`src/rtl/uart_pkg.sv`:
```
// Shared definitions for the UART receive path.
//   rx_state_t  : receive FSM states
//   ST_*        : bit positions inside the status byte
package uart_pkg;

  typedef enum logic [1:0] {
    IDLE  = 2'd0,
    START = 2'd1,
    DATA  = 2'd2,
    STOP  = 2'd3
  } rx_state_t;

  localparam int ST_AVAIL   = 0;
  localparam int ST_OVERRUN = 1;
  localparam int ST_FRAMING = 2;

endpackage

```
`src/rtl/sync_fifo.sv`:
```
// Small synchronous FIFO with a count register.
// Ports:
//   clk, reset      : clock, synchronous active-high reset (flushes contents)
//   push, din       : write strobe and data; accepted when not full or when a
//                     pop happens in the same cycle
//   pop             : read strobe; ignored when empty
//   dout            : head entry, zero when empty
//   count           : number of stored entries (0..DEPTH)
//   full, empty     : occupancy flags
module sync_fifo #(
  parameter int WIDTH = 8,
  parameter int DEPTH = 4
) (
  input  logic                       clk,
  input  logic                       reset,
  input  logic                       push,
  input  logic                       pop,
  input  logic [WIDTH-1:0]           din,
  output logic [WIDTH-1:0]           dout,
  output logic [$clog2(DEPTH):0]     count,
  output logic                       full,
  output logic                       empty
);

  localparam int AW = $clog2(DEPTH);
  localparam logic [AW-1:0] PTR_ONE  = AW'(1);
  localparam logic [AW:0]   CNT_ONE  = (AW+1)'(1);
  localparam logic [AW:0]   CNT_FULL = (AW+1)'(DEPTH);

  logic [WIDTH-1:0] mem_q [DEPTH];
  logic [AW-1:0]    wptr_q, wptr_d;
  logic [AW-1:0]    rptr_q, rptr_d;
  logic [AW:0]      count_q, count_d;
  logic             push_s, pop_s;

  assign full  = (count_q == CNT_FULL);
  assign empty = (count_q == {(AW+1){1'b0}});
  assign count = count_q;
  assign dout  = empty ? {WIDTH{1'b0}} : mem_q[rptr_q];

  // Accept logic and next pointer/count; pointers wrap naturally (DEPTH is 2^AW).
  always_comb begin
    pop_s   = pop && !empty;
    push_s  = push && (!full || pop_s);
    wptr_d  = wptr_q;
    rptr_d  = rptr_q;
    count_d = count_q;
    if (push_s) begin
      wptr_d = wptr_q + PTR_ONE;
    end else begin
      wptr_d = wptr_q;
    end
    if (pop_s) begin
      rptr_d = rptr_q + PTR_ONE;
    end else begin
      rptr_d = rptr_q;
    end
    case ({push_s, pop_s})
      2'b10:   count_d = count_q + CNT_ONE;
      2'b01:   count_d = count_q - CNT_ONE;
      default: count_d = count_q;
    endcase
  end

  // Pointer and count registers.
  always_ff @(posedge clk) begin
    if (reset) begin
      wptr_q  <= {AW{1'b0}};
      rptr_q  <= {AW{1'b0}};
      count_q <= {(AW+1){1'b0}};
    end else begin
      wptr_q  <= wptr_d;
      rptr_q  <= rptr_d;
      count_q <= count_d;
    end
  end

  // Storage array.
  always_ff @(posedge clk) begin
    if (reset) begin
      for (int i = 0; i < DEPTH; i++) begin
        mem_q[i] <= {WIDTH{1'b0}};
      end
    end else if (push_s) begin
      mem_q[wptr_q] <= din;
    end
  end

endmodule

```
`src/rtl/uart_rx_fifo.sv`:
```
// UART 8N1 receiver with a byte FIFO and sticky status.
// Ports:
//   clk, reset : clock, synchronous active-high reset
//   rx         : asynchronous serial line, idle high
//   rd_en      : pop strobe (data-register read)
//   clr_err    : clears the sticky overrun/framing bits
//   rd_data    : FIFO head byte, 0x00 when empty
//   status     : {5'b0, framing, overrun, data available}
module uart_rx_fifo
  import uart_pkg::*;
#(
  parameter int CLKS_PER_BIT = 16,
  parameter int DEPTH        = 4
) (
  input  logic       clk,
  input  logic       reset,
  input  logic       rx,
  input  logic       rd_en,
  input  logic       clr_err,
  output logic [7:0] rd_data,
  output logic [7:0] status
);

  localparam int CW   = $clog2(CLKS_PER_BIT);
  localparam int CNTW = $clog2(DEPTH) + 1;
  localparam logic [CW-1:0] HALF_M1 = CW'(CLKS_PER_BIT / 2 - 1);
  localparam logic [CW-1:0] FULL_M1 = CW'(CLKS_PER_BIT - 1);
  localparam logic [CW-1:0] CNT_ONE = CW'(1);

  logic            sync1_q, sync2_q, prev_q;
  rx_state_t       state_q, state_d;
  logic [CW-1:0]   clk_cnt_q, clk_cnt_d;
  logic [2:0]      bit_cnt_q, bit_cnt_d;
  logic [7:0]      shift_q, shift_d;
  logic            ovr_q, ovr_d, frm_q, frm_d;
  logic            byte_done_s, frame_err_s, overrun_s, fall_s, cnt_zero_s;
  logic [CNTW-1:0] fifo_count_s;
  logic            fifo_full_s, fifo_empty_s;

  // Two-flop synchroniser plus a delayed copy used for falling-edge detection.
  always_ff @(posedge clk) begin
    if (reset) begin
      sync1_q <= 1'b1;
      sync2_q <= 1'b1;
      prev_q  <= 1'b1;
    end else begin
      sync1_q <= rx;
      sync2_q <= sync1_q;
      prev_q  <= sync2_q;
    end
  end

  assign fall_s     = prev_q && !sync2_q;
  assign cnt_zero_s = (clk_cnt_q == {CW{1'b0}});

  // Receive FSM next-state logic; every sample point is where the countdown hits zero.
  always_comb begin
    state_d     = state_q;
    clk_cnt_d   = clk_cnt_q;
    bit_cnt_d   = bit_cnt_q;
    shift_d     = shift_q;
    byte_done_s = 1'b0;
    frame_err_s = 1'b0;
    case (state_q)
      IDLE: begin
        if (fall_s) begin
          state_d   = START;
          clk_cnt_d = HALF_M1;
          bit_cnt_d = 3'd0;
        end else begin
          state_d = IDLE;
        end
      end
      START: begin
        if (cnt_zero_s) begin
          if (!sync2_q) begin
            state_d   = DATA;
            clk_cnt_d = FULL_M1;
          end else begin
            state_d = IDLE;  // glitch, no error
          end
        end else begin
          clk_cnt_d = clk_cnt_q - CNT_ONE;
        end
      end
      DATA: begin
        if (cnt_zero_s) begin
          shift_d   = {sync2_q, shift_q[7:1]};
          clk_cnt_d = FULL_M1;
          if (bit_cnt_q == 3'd7) begin
            state_d = STOP;
          end else begin
            bit_cnt_d = bit_cnt_q + 3'd1;
          end
        end else begin
          clk_cnt_d = clk_cnt_q - CNT_ONE;
        end
      end
      STOP: begin
        if (cnt_zero_s) begin
          state_d = IDLE;
          if (sync2_q) begin
            byte_done_s = 1'b1;
          end else begin
            frame_err_s = 1'b1;
          end
        end else begin
          clk_cnt_d = clk_cnt_q - CNT_ONE;
        end
      end
      default: state_d = IDLE;
    endcase
  end

  // Receive FSM registers.
  always_ff @(posedge clk) begin
    if (reset) begin
      state_q   <= IDLE;
      clk_cnt_q <= {CW{1'b0}};
      bit_cnt_q <= 3'd0;
      shift_q   <= 8'h00;
    end else begin
      state_q   <= state_d;
      clk_cnt_q <= clk_cnt_d;
      bit_cnt_q <= bit_cnt_d;
      shift_q   <= shift_d;
    end
  end

  sync_fifo #(.WIDTH(8), .DEPTH(DEPTH)) u_fifo (
    .clk   (clk),
    .reset (reset),
    .push  (byte_done_s),
    .pop   (rd_en),
    .din   (shift_q),
    .dout  (rd_data),
    .count (fifo_count_s),
    .full  (fifo_full_s),
    .empty (fifo_empty_s)
  );

  // A completed byte is lost only if the FIFO is full and no real pop frees a slot.
  assign overrun_s = byte_done_s && fifo_full_s && !(rd_en && !fifo_empty_s);

  // Sticky error bits: a new error in the same cycle as clr_err keeps the bit set.
  always_comb begin
    ovr_d = ovr_q;
    frm_d = frm_q;
    if (overrun_s) begin
      ovr_d = 1'b1;
    end else if (clr_err) begin
      ovr_d = 1'b0;
    end else begin
      ovr_d = ovr_q;
    end
    if (frame_err_s) begin
      frm_d = 1'b1;
    end else if (clr_err) begin
      frm_d = 1'b0;
    end else begin
      frm_d = frm_q;
    end
  end

  // Error flag registers.
  always_ff @(posedge clk) begin
    if (reset) begin
      ovr_q <= 1'b0;
      frm_q <= 1'b0;
    end else begin
      ovr_q <= ovr_d;
      frm_q <= frm_d;
    end
  end

  // Status byte assembled from flops only.
  always_comb begin
    status             = 8'h00;
    status[ST_AVAIL]   = (fifo_count_s != {CNTW{1'b0}});
    status[ST_OVERRUN] = ovr_q;
    status[ST_FRAMING] = frm_q;
  end

endmodule

```
`config.mk`:
```
export PLATFORM = sky130hd
export DESIGN_NAME = uart_rx_fifo
export DESIGN_NICKNAME = d
export VERILOG_FILES = /design/src/rtl/uart_pkg.sv /design/src/rtl/sync_fifo.sv /design/src/rtl/uart_rx_fifo.sv
export SDC_FILE = /design/constraint.sdc
export NUM_CORES = 1
export LEC_CHECK = 0
export ABC_AREA = 1
export ABC_CLOCK_PERIOD_IN_PS = 3300
export CAP_MARGIN = 25
export CORE_MARGIN = 2
export CORE_UTILIZATION = 40
export DETAILED_ROUTE_END_ITERATION = 6
export HOLD_SLACK_MARGIN = 0.15
export PLACE_DENSITY = 0.57
export SETUP_SLACK_MARGIN = 0.5
export SYNTH_ARGS = -nofsm -noshare
export SYNTH_HDL_FRONTEND = slang
export SYNTH_HIERARCHICAL = 1
export SYNTH_SLANG_ARGS = --single-unit
```
`constraint.sdc`:
```
create_clock -name clk -period 3.3 [get_ports clk]
set_input_delay 0.66 -clock clk [delete_from_list [all_inputs] [get_ports clk]]
set_output_delay 0.66 -clock clk [all_outputs]
set_load 0.005 [all_outputs]
```
After elaboration in Yosys (flattened, before gate mapping)

Memories as Yosys holds them, arrays and structs flattened. A register that Yosys moved wholly into a read port is not among the register bits.
Index checks and enable logic that the tools add are counted.

Bits in registers: 29
RAM bits: 32
Input bits: 5
Memories kept: 1

Add/subtract/negate cells: 6
Equal/unequal tests: 15
Multiplexer cells: 38
Reductions and logical operators: 23

Memories:

| name         | words | width | rd ports | clocked after Yosys merged registers in | wr ports | line            | RTL |
|---|---|---|---|---|---|---|---|
| u_fifo.mem_q | 4     | 8     | 1        | 1                                       | 4        | sync_fifo.sv:30 | `logic [WIDTH-1:0] mem_q [DEPTH];` |

Operator list:

| operator                                                            | number |
|---|---|
| 4-bit 2-to-1 mux                                                    | 5 |
| 1-bit 2-to-1 mux                                                    | 16 |
| 2-bit 2-to-1 mux                                                    | 8 |
| 8-bit 2-to-1 mux                                                    | 2 |
| 4-bit one-hot mux with 4 select lines                               | 1 |
| 2-bit != test (second input constant)                               | 7 |
| 3-bit one-hot mux with 2 select lines                               | 2 |
| 3-bit 2-to-1 mux                                                    | 3 |
| 2-bit one-hot mux with 4 select lines                               | 1 |
| 4-bit AND reduction                                                 | 2 |
| 2-bit nonzero test                                                  | 4 |
| 8-bit OR reduction                                                  | 1 |
| 3-bit by 1-bit adder with 3-bit output (second input constant)      | 2 |
| 2-bit == test (second input constant)                               | 3 |
| 3-bit == test (second input constant)                               | 2 |
| 1-bit logical AND                                                   | 5 |
| 2-bit by 1-bit adder with 2-bit output (second input constant)      | 2 |
| 2-bit by 1-bit == test with 1-bit output (second input constant)    | 2 |
| 1-bit zero test                                                     | 4 |
| 4-bit zero test                                                     | 1 |
| 4-bit by 1-bit subtractor with 4-bit output (second input constant) | 1 |
| 3-bit zero test                                                     | 1 |
| 3-bit != test (second input constant)                               | 1 |
| 3-bit AND reduction                                                 | 1 |
| other kinds (5)                                                     | 5 |

Logic depth before layout (Yosys ltp)

Word-level depth: 10
Gate-level depth with buffers: 16
Gate-level depth less buffers: 16

Cells and area by module

The synthesis kept the hierarchy.

By module, submodules not included:

| module       | times used | cells each | area each (µm²) | sequential area each (µm²) |
|---|---|---|---|---|
| sync_fifo    | 1          | 208        | 2,038.2         | 1,141.1 |
| uart_rx_fifo | 1          | 156        | 1,157.4         | 440.4 |

Worst setup path before layout

OpenSTA, ideal clock, no wires.

Path kind: flip-flop to flip-flop
Start: reg clk_cnt_q[0]
End: mem u_fifo.mem_q[2][0], enable pin
Setup time: 0.384 ns
Arrival: 1.768 ns
Required time: 2.916 ns
Setup slack: 1.148 ns
Cell stages (with the launch flop): 9
Path buffers: 0
Clock period less this slack: 2.152 ns
Path through: dfxtp_1 > inv_1 > ha_1 > nand2_2 > inv_2 > nand2_1 > nor2_2 > nand2_1 > o21ai_0

RTL lines:

| element                  | line                | RTL |
|---|---|---|
| start: declaration       | uart_rx_fifo.sv:32  | `logic [CW-1:0] clk_cnt_q, clk_cnt_d;` |
| start signal: assignment | uart_rx_fifo.sv:119 | `clk_cnt_q <= {CW{1'b0}};` |
| start signal: assignment | uart_rx_fifo.sv:124 | `clk_cnt_q <= clk_cnt_d;` |
| end: declaration         | sync_fifo.sv:30     |  |

==> metrics.log <==
[metrics] number of synthesized flops with an enable pin: 32
[metrics] final setup violating endpoints: 0
[metrics] maximum buffer depth of the clock tree: 2
[metrics] number of remaining DRC errors: 0
[metrics] top cell types by occurrence after synthesis: 73 x sky130_fd_sc_hd__nor2_1, 50 x sky130_fd_sc_hd__nand2_1, 34 x sky130_fd_sc_hd__inv_1
[metrics] maximum fanout along the worst path: 16
[metrics] global-route wire length before repair: 10.38 mm
[metrics] number of cells on the worst reg-to-reg path: 16
[metrics] initial cell density of the core: 41.35%
[metrics] H-tree levels: 3
[metrics] most common cell in the synthesized netlist: sky130_fd_sc_hd__nor2_1
[metrics] pwr dens: 548.7 mW/mm^2
[metrics] leading post-synthesis cells by cell area: sky130_fd_sc_hd__edfxtp_1 30%, sky130_fd_sc_hd__dfxtp_1 19%, sky130_fd_sc_hd__nor2_1 8.6%
[metrics] fin crit period: 2.579 ns
[metrics] reported leakage power: 1.395 nW
[metrics] Max-cap violations: 0
[metrics] Final Hold Viols: 0
[metrics] final clock skew: 0.01029 ns
[metrics] Max Fclk: ~390 MHz
[metrics] largest delay contributor family on the critical path: buffers and inverters
[metrics] combined global-route utilization of all metal layers: between 10% and 20%
[metrics] total number of vias: ~2,300
[metrics] die extent in y: 93.38 um
[metrics] ys flop type: sky130_fd_sc_hd__edfxtp_1
[metrics] Synth warnings: 6
[metrics] number of pins exceeding their max-slew limit in the final report: 0
[metrics] fraction of registers with async set/reset: 0%
[metrics] met3 usage in global routing: 2.901%
[metrics] Final period util: 78.14%
[metrics] number of antenna-violating nets in the routed design: 0
[metrics] Post-Synthesis Cell Area: 0.003196 mm^2
[metrics] nature of the critical path startpoint: flop
[metrics] input/output buffers: 15
[metrics] hold-critical path depth: 1
[metrics] met1 usage in global routing: 18.94%
[metrics] CTS hold repair buffers: 0
[metrics] post-layout instance count excluding filler cells: 488
[metrics] cell count after synthesis: 364
[metrics] post-synth cell types: 36
[metrics] TritonCTS clock tree: done
[metrics] count of fill cells added during filler insertion: between 700 and 800
[metrics] sequential area share after synthesis: 49.49%
[metrics] library cell used as clock root buffer: sky130_fd_sc_hd__clkbuf_8
[metrics] WP data arrival: 1.92 ns
[metrics] Num CTS Buffers: 9
[metrics] Setup TNS: 0 ns
[metrics] area of the core: 0.007727 mm^2
[metrics] number of placed cells counting well taps: 472
[metrics] worst path bufs/invs: 3
[metrics] path category of the worst min-delay check: reg -> reg
[metrics] Worst path slowest cell: sky130_fd_sc_hd__clkdlybuf4s50_1
[metrics] drt wl/cell: 12.28 um
[metrics] pin count of the biggest net entering global routing: 18
[metrics] cell taking the most area after synthesis: sky130_fd_sc_hd__edfxtp_1
[metrics] # nets final: just under 400
[metrics] top cell type's share of synthesized area: 30.07%
[metrics] Placer Congestion: 0.7860
[metrics] data required time of the critical path: 2.64 ns
[metrics] cells along the critical path: buf_4 -> inv_2 -> o21ai_0 -> a21oi_1 -> clkdlybuf4s50_1
[metrics] dpl hpwl: 4.318 mm
[metrics] depth of the critical timing path with buffers and inverters included: 5
[metrics] run status: finished, final reports clean
[metrics] violation count after the first detailed-route iteration: 94
[metrics] max_slew headroom: between 60 and 70%
[metrics] flop and latch count out of synthesis: 63
[metrics] total wirelength of the detailed-routed design: 5.992 mm
[metrics] Post-CTS Setup Bufs: 0
[metrics] standard-cell row count: 32
[metrics] number of antenna violations at the first check in global routing: 0
[metrics] Worst Setup Path Type: reg -> out
[metrics] latest clock arrival within the worst-skew pair: roughly 0.33 ns
[metrics] grt ovf: 0
[metrics] first-pass iteration count of the detailed router: 4
[metrics] busiest layer in global routing: met2
[metrics] transition at the pin with the smallest max-transition slack: around 0.60 ns
[metrics] antenna fix cells: 0
[metrics] grt met2 use: 25.72%
[metrics] die footprint: around 0.0087 mm^2
[metrics] count of pins on the block boundary: 21
[metrics] Vias per Instance: 4.756
[metrics] worst stage delay on the critical path: ~0.5 ns
[metrics] clock slew at the register clock pins of the worst setup and hold paths: 0.07 ns
[metrics] Die Span X: 93.38 um
[metrics] clock sinks: 63
[metrics] ratio of cells with drive above 1 in the final layout: 12.69%
[metrics] number of global-route vias before repair: about 2,200
[metrics] sort of element at the end of the critical path: output pin
[metrics] Synth Area per Inst: 8.779 um^2
[metrics] area added between synthesis and finish: 12.49%
[metrics] maximum ir drop on the vdd rail: 0.2359 mV
[metrics] setup repair after global routing missed its margin: false
-- layout by cell type (no fill, tap or decap), types with 2 or more instances in the layout --
cell	instances
sky130_fd_sc_hd__clkbuf_8	9
sky130_fd_sc_hd__clkinv_4	2
sky130_fd_sc_hd__edfxtp_1	32
sky130_fd_sc_hd__dfxtp_1	29
sky130_fd_sc_hd__nor2_2	5
sky130_fd_sc_hd__nand4_1	8
sky130_fd_sc_hd__clkdlybuf4s50_1	15
sky130_fd_sc_hd__inv_2	6
sky130_fd_sc_hd__nor2_1	73
sky130_fd_sc_hd__nand2_1	50
sky130_fd_sc_hd__o21ai_0	22
sky130_fd_sc_hd__nor3_1	2
sky130_fd_sc_hd__nand3_1	22
sky130_fd_sc_hd__ha_1	9
sky130_fd_sc_hd__conb_1	5
sky130_fd_sc_hd__inv_1	34
sky130_fd_sc_hd__nand4_4	6
sky130_fd_sc_hd__nand2_2	3
sky130_fd_sc_hd__dfxtp_2	2
sky130_fd_sc_hd__a21oi_1	27
sky130_fd_sc_hd__bufinv_16	2
sky130_fd_sc_hd__or2_2	2
sky130_fd_sc_hd__buf_4	5
sky130_fd_sc_hd__o211ai_1	2
sky130_fd_sc_hd__clkinvlp_4	2
-- power by group --
group          switching (mW)  total [mW]  internal [mW]
Combinational           0.212       0.342          0.130
Clock                   0.310       0.736          0.426
Sequential             0.0328       0.895          0.862
-- stage by stage --
step / total power [mW] / hold WS (ns) / setup slack (ns) / utilization [%] / area (um^2)
6_report: 1.972 / 0.4184 / 0.7215 / 46.52 / 3595
5_1_grt: 2.082 / 0.4400 / 0.5636 / 46.52 / 3595
4_1_cts: 1.993 / 0.4250 / 0.5889 / 46.49 / 3592
3_5_place_dp: 1.255 / 0.4030 / 0.5054 / 43.62 / 3371
3_3_place_gp: 1.250 / 0.3952 / 0.5548 / 43.62 / 3371
2_1_floorplan: 1.170 / 0.3895 / 1.148 / - / 3211
-- registers in the layout (all words and copies together), names as in the netlist, 2 cells and up, named ones only --
register,cells
u_fifo/wptr_q,2
clk_cnt_q,4
u_fifo/count,3
shift_q,8
u_fifo/mem_q,32
u_fifo/rptr_q,2
bit_cnt_q,3
-- metal layers --
metal / part of all wire, % / up-vias
met5: 0 / -
met4: 1.6 / 0
met3: 2.7 / 9
met2: 48 / 30
met1: 47 / 1055
li1: - / 1227
-- area by class of cell --
cell class / instances / area (um^2) / area share, %
Timing Repair Buffer: 20 / 187.7 / 5.221
Sequential cell: 63 / 1584 / 44.07
Tap cell: 102 / 127.6 / 3.550
Clock buffer: 9 / 123.9 / 3.446
Multi-Input combinational cell: 247 / 1324 / 36.83
Inverter: 40 / 150.1 / 4.177
Clock inverter: 7 / 97.59 / 2.715
-- kinds of logic (layout without fill, tap and decap cells) --
logic type               count (synthesis)  in the layout  share of synthesized area (%)
AND/OR/NAND/NOR                        177            177                          27.60
flip-flops                              63             63                          49.49
buffers and inverters                   58             76                          9.553
AO/OA/AOI/OAI                           54             54                          8.810
adder cells (fa/ha/maj)                 10             10                          4.150
other                                    1              5                         0.1174
XOR/XNOR                                 1              1                         0.2741
-- what timing repair did --
item | in CTS | in global routing
hold endpoints to repair | 0 | 0
resized for setup | 0 | 2
setup endpoints to repair | 0 | 5
-- path summary, 6_finish.rpt --
path           startpoint               to  slack (ns)
max                  flop       rd_data[7]        0.72
min               sync1_q          sync2_q        0.42
max reg2reg  clk_cnt_q[0]  u_fifo/count[2]        0.83
min reg2reg       sync1_q          sync2_q        0.42
Note: power is estimated with default switching activity, not from simulation.
==> RTL edit (same settings) <==
Re-encode `rx_state_t` (4 states) as one-hot, 4 bits wide.
--- a/src/rtl/uart_pkg.sv
+++ b/src/rtl/uart_pkg.sv
@@ -4,9 +4,9 @@
 package uart_pkg;
 
-  typedef enum logic [1:0] {
-    IDLE  = 2'd0,
-    START = 2'd1,
-    DATA  = 2'd2,
-    STOP  = 2'd3
+  typedef enum logic [3:0] {
+    IDLE  = 4'b0001,
+    START = 4'b0010,
+    DATA  = 4'b0100,
+    STOP  = 4'b1000
   } rx_state_t;
 
Behaviour: no difference found for any inputs over 10 cycles, from zero or initial values and one cycle with reset high; not proved beyond that.
==> RTL edit against the unedited design <==
- cell area is 1.5% higher
- clock power is 11% lower
- power is 8.4% lower
- synthesized area is 2.5% higher
- worst setup slack better by 74 ps
- non-clock buffer count stayed put
- sequential cell count is 2 higher
- wire length is 1.3% higher
- clock skew is 2.1 ps lower
==> RTL edit: results <==
[pwr]
combPwrFrac_pct = 13.5
peakVddDrop_mv = 0.191
clk-power_uw = 658
power_leakage_nw = 1.52
switching_share_pct = 27.2
power_mw = 1.81

[detailed_routing]
route.met3.wl_um = 181
dr_total_vias = 2411
wl_met1_um = 2850
wl_um = 6070
initialDrtViolationCount = 64
detail-route-antenna-nets = 0
wl_met2_um = 2910

[timing]
hold_ws_ps = 413
finClkSkew_ps = 8.15
min_period_ps = 2510

[clock_network]
cts_resized = 0
cts_setup_buffers = 0
cts_made_buffers = 9
clk_path_buf_depth = 2

[worst_setup_path]
rrSetupSlack_ps = 890
worstPathArrival_ps = 1850
path_delay_family = "buffers and inverters"
critPathCaptureType = "output pin"
worstRegToRegCells = 12
crit_path_start_kind = "flip-flop"
crit_end = "rd_data[5]"
critPathMaxStageDelay_ps = 520
reg2reg_to = "u_fifo/count[1]$_SDFFE_PP0P_"
critPathMaxFanout = 9

[global_routing]
grt_use_met3_pct = 3.59
grtUsageTotal_pct = 15.3
first_global_vias = 2271
met1_usage_pct = 18.0
use_met2_pct = 25.8
grt_pass1_wl_um = 10300

[run_status]
status = "finished clean"

[layout]
layout-drive-gt1-share_pct = 12.6
final_nets = 409
fillCellCount = 788
fin_cells = 506
reg_top3 = "u_fifo/mem_q (32), shift_q (8)"

[placement]
finalWeightedCongestion = 0.797
placedInstanceArea_um2 = 3450
dp.cells = 490
dp_hpwl_um = 4400
pre_cts_ws_ps = 532

[yosys]
synth_area_leaders = "edfxtp_1 (29%), dfxtp_1 (20%), nor2_1 (11%)"
synthTopCellsByCount = "nor2_1 (94), nand2_1 (51), inv_1 (38)"
synth_flop_cell = "dfxtp_1"
seq_area_frac_synth_pct = 49.5
syn_inst = 382

[min_path]
min_from = "sync1_q$_SDFF_PP1_"
hold_path.class = "reg -> reg"
## RTL edit: cell types whose count changed after synthesis, moves of 2 or more
| cell | change |
|---|---|
| nor2_1 | +21 |
| a21oi_1 | -8 |
| o21ai_0 | +6 |
| ha_1 | -5 |
| inv_1 | +4 |
| nand3_1 | -3 |
| dfxtp_1 | +2 |
| inv_2 | -2 |
| nor2_4 | +2 |
## RTL edit: cell families (layout without fill, tap and decap cells)
family | count (synthesis) | after routing | synth area share [%]
AOI/OAI and AO/OA | 50 | 50 | 7.76
adders and majority gates | 5 | 5 | 2.14
buffers and inverters | 60 | 78 | 9.51
DFF | 65 | 65 | 49.5
other | 1 | 5 | 0.115
and+or+nand+nor | 201 | 201 | 31.0
## RTL edit: layout make-up
class	count	area, um^2	area share (%)
well taps	102	128	3.50
repair buffers	20	188	5.15
clock buffers	12	170	4.67
multi-input cells	261	1360	37.2
flip-flops and latches	65	1620	44.5
inverters	42	158	4.32
clock inverters	4	23.8	0.652
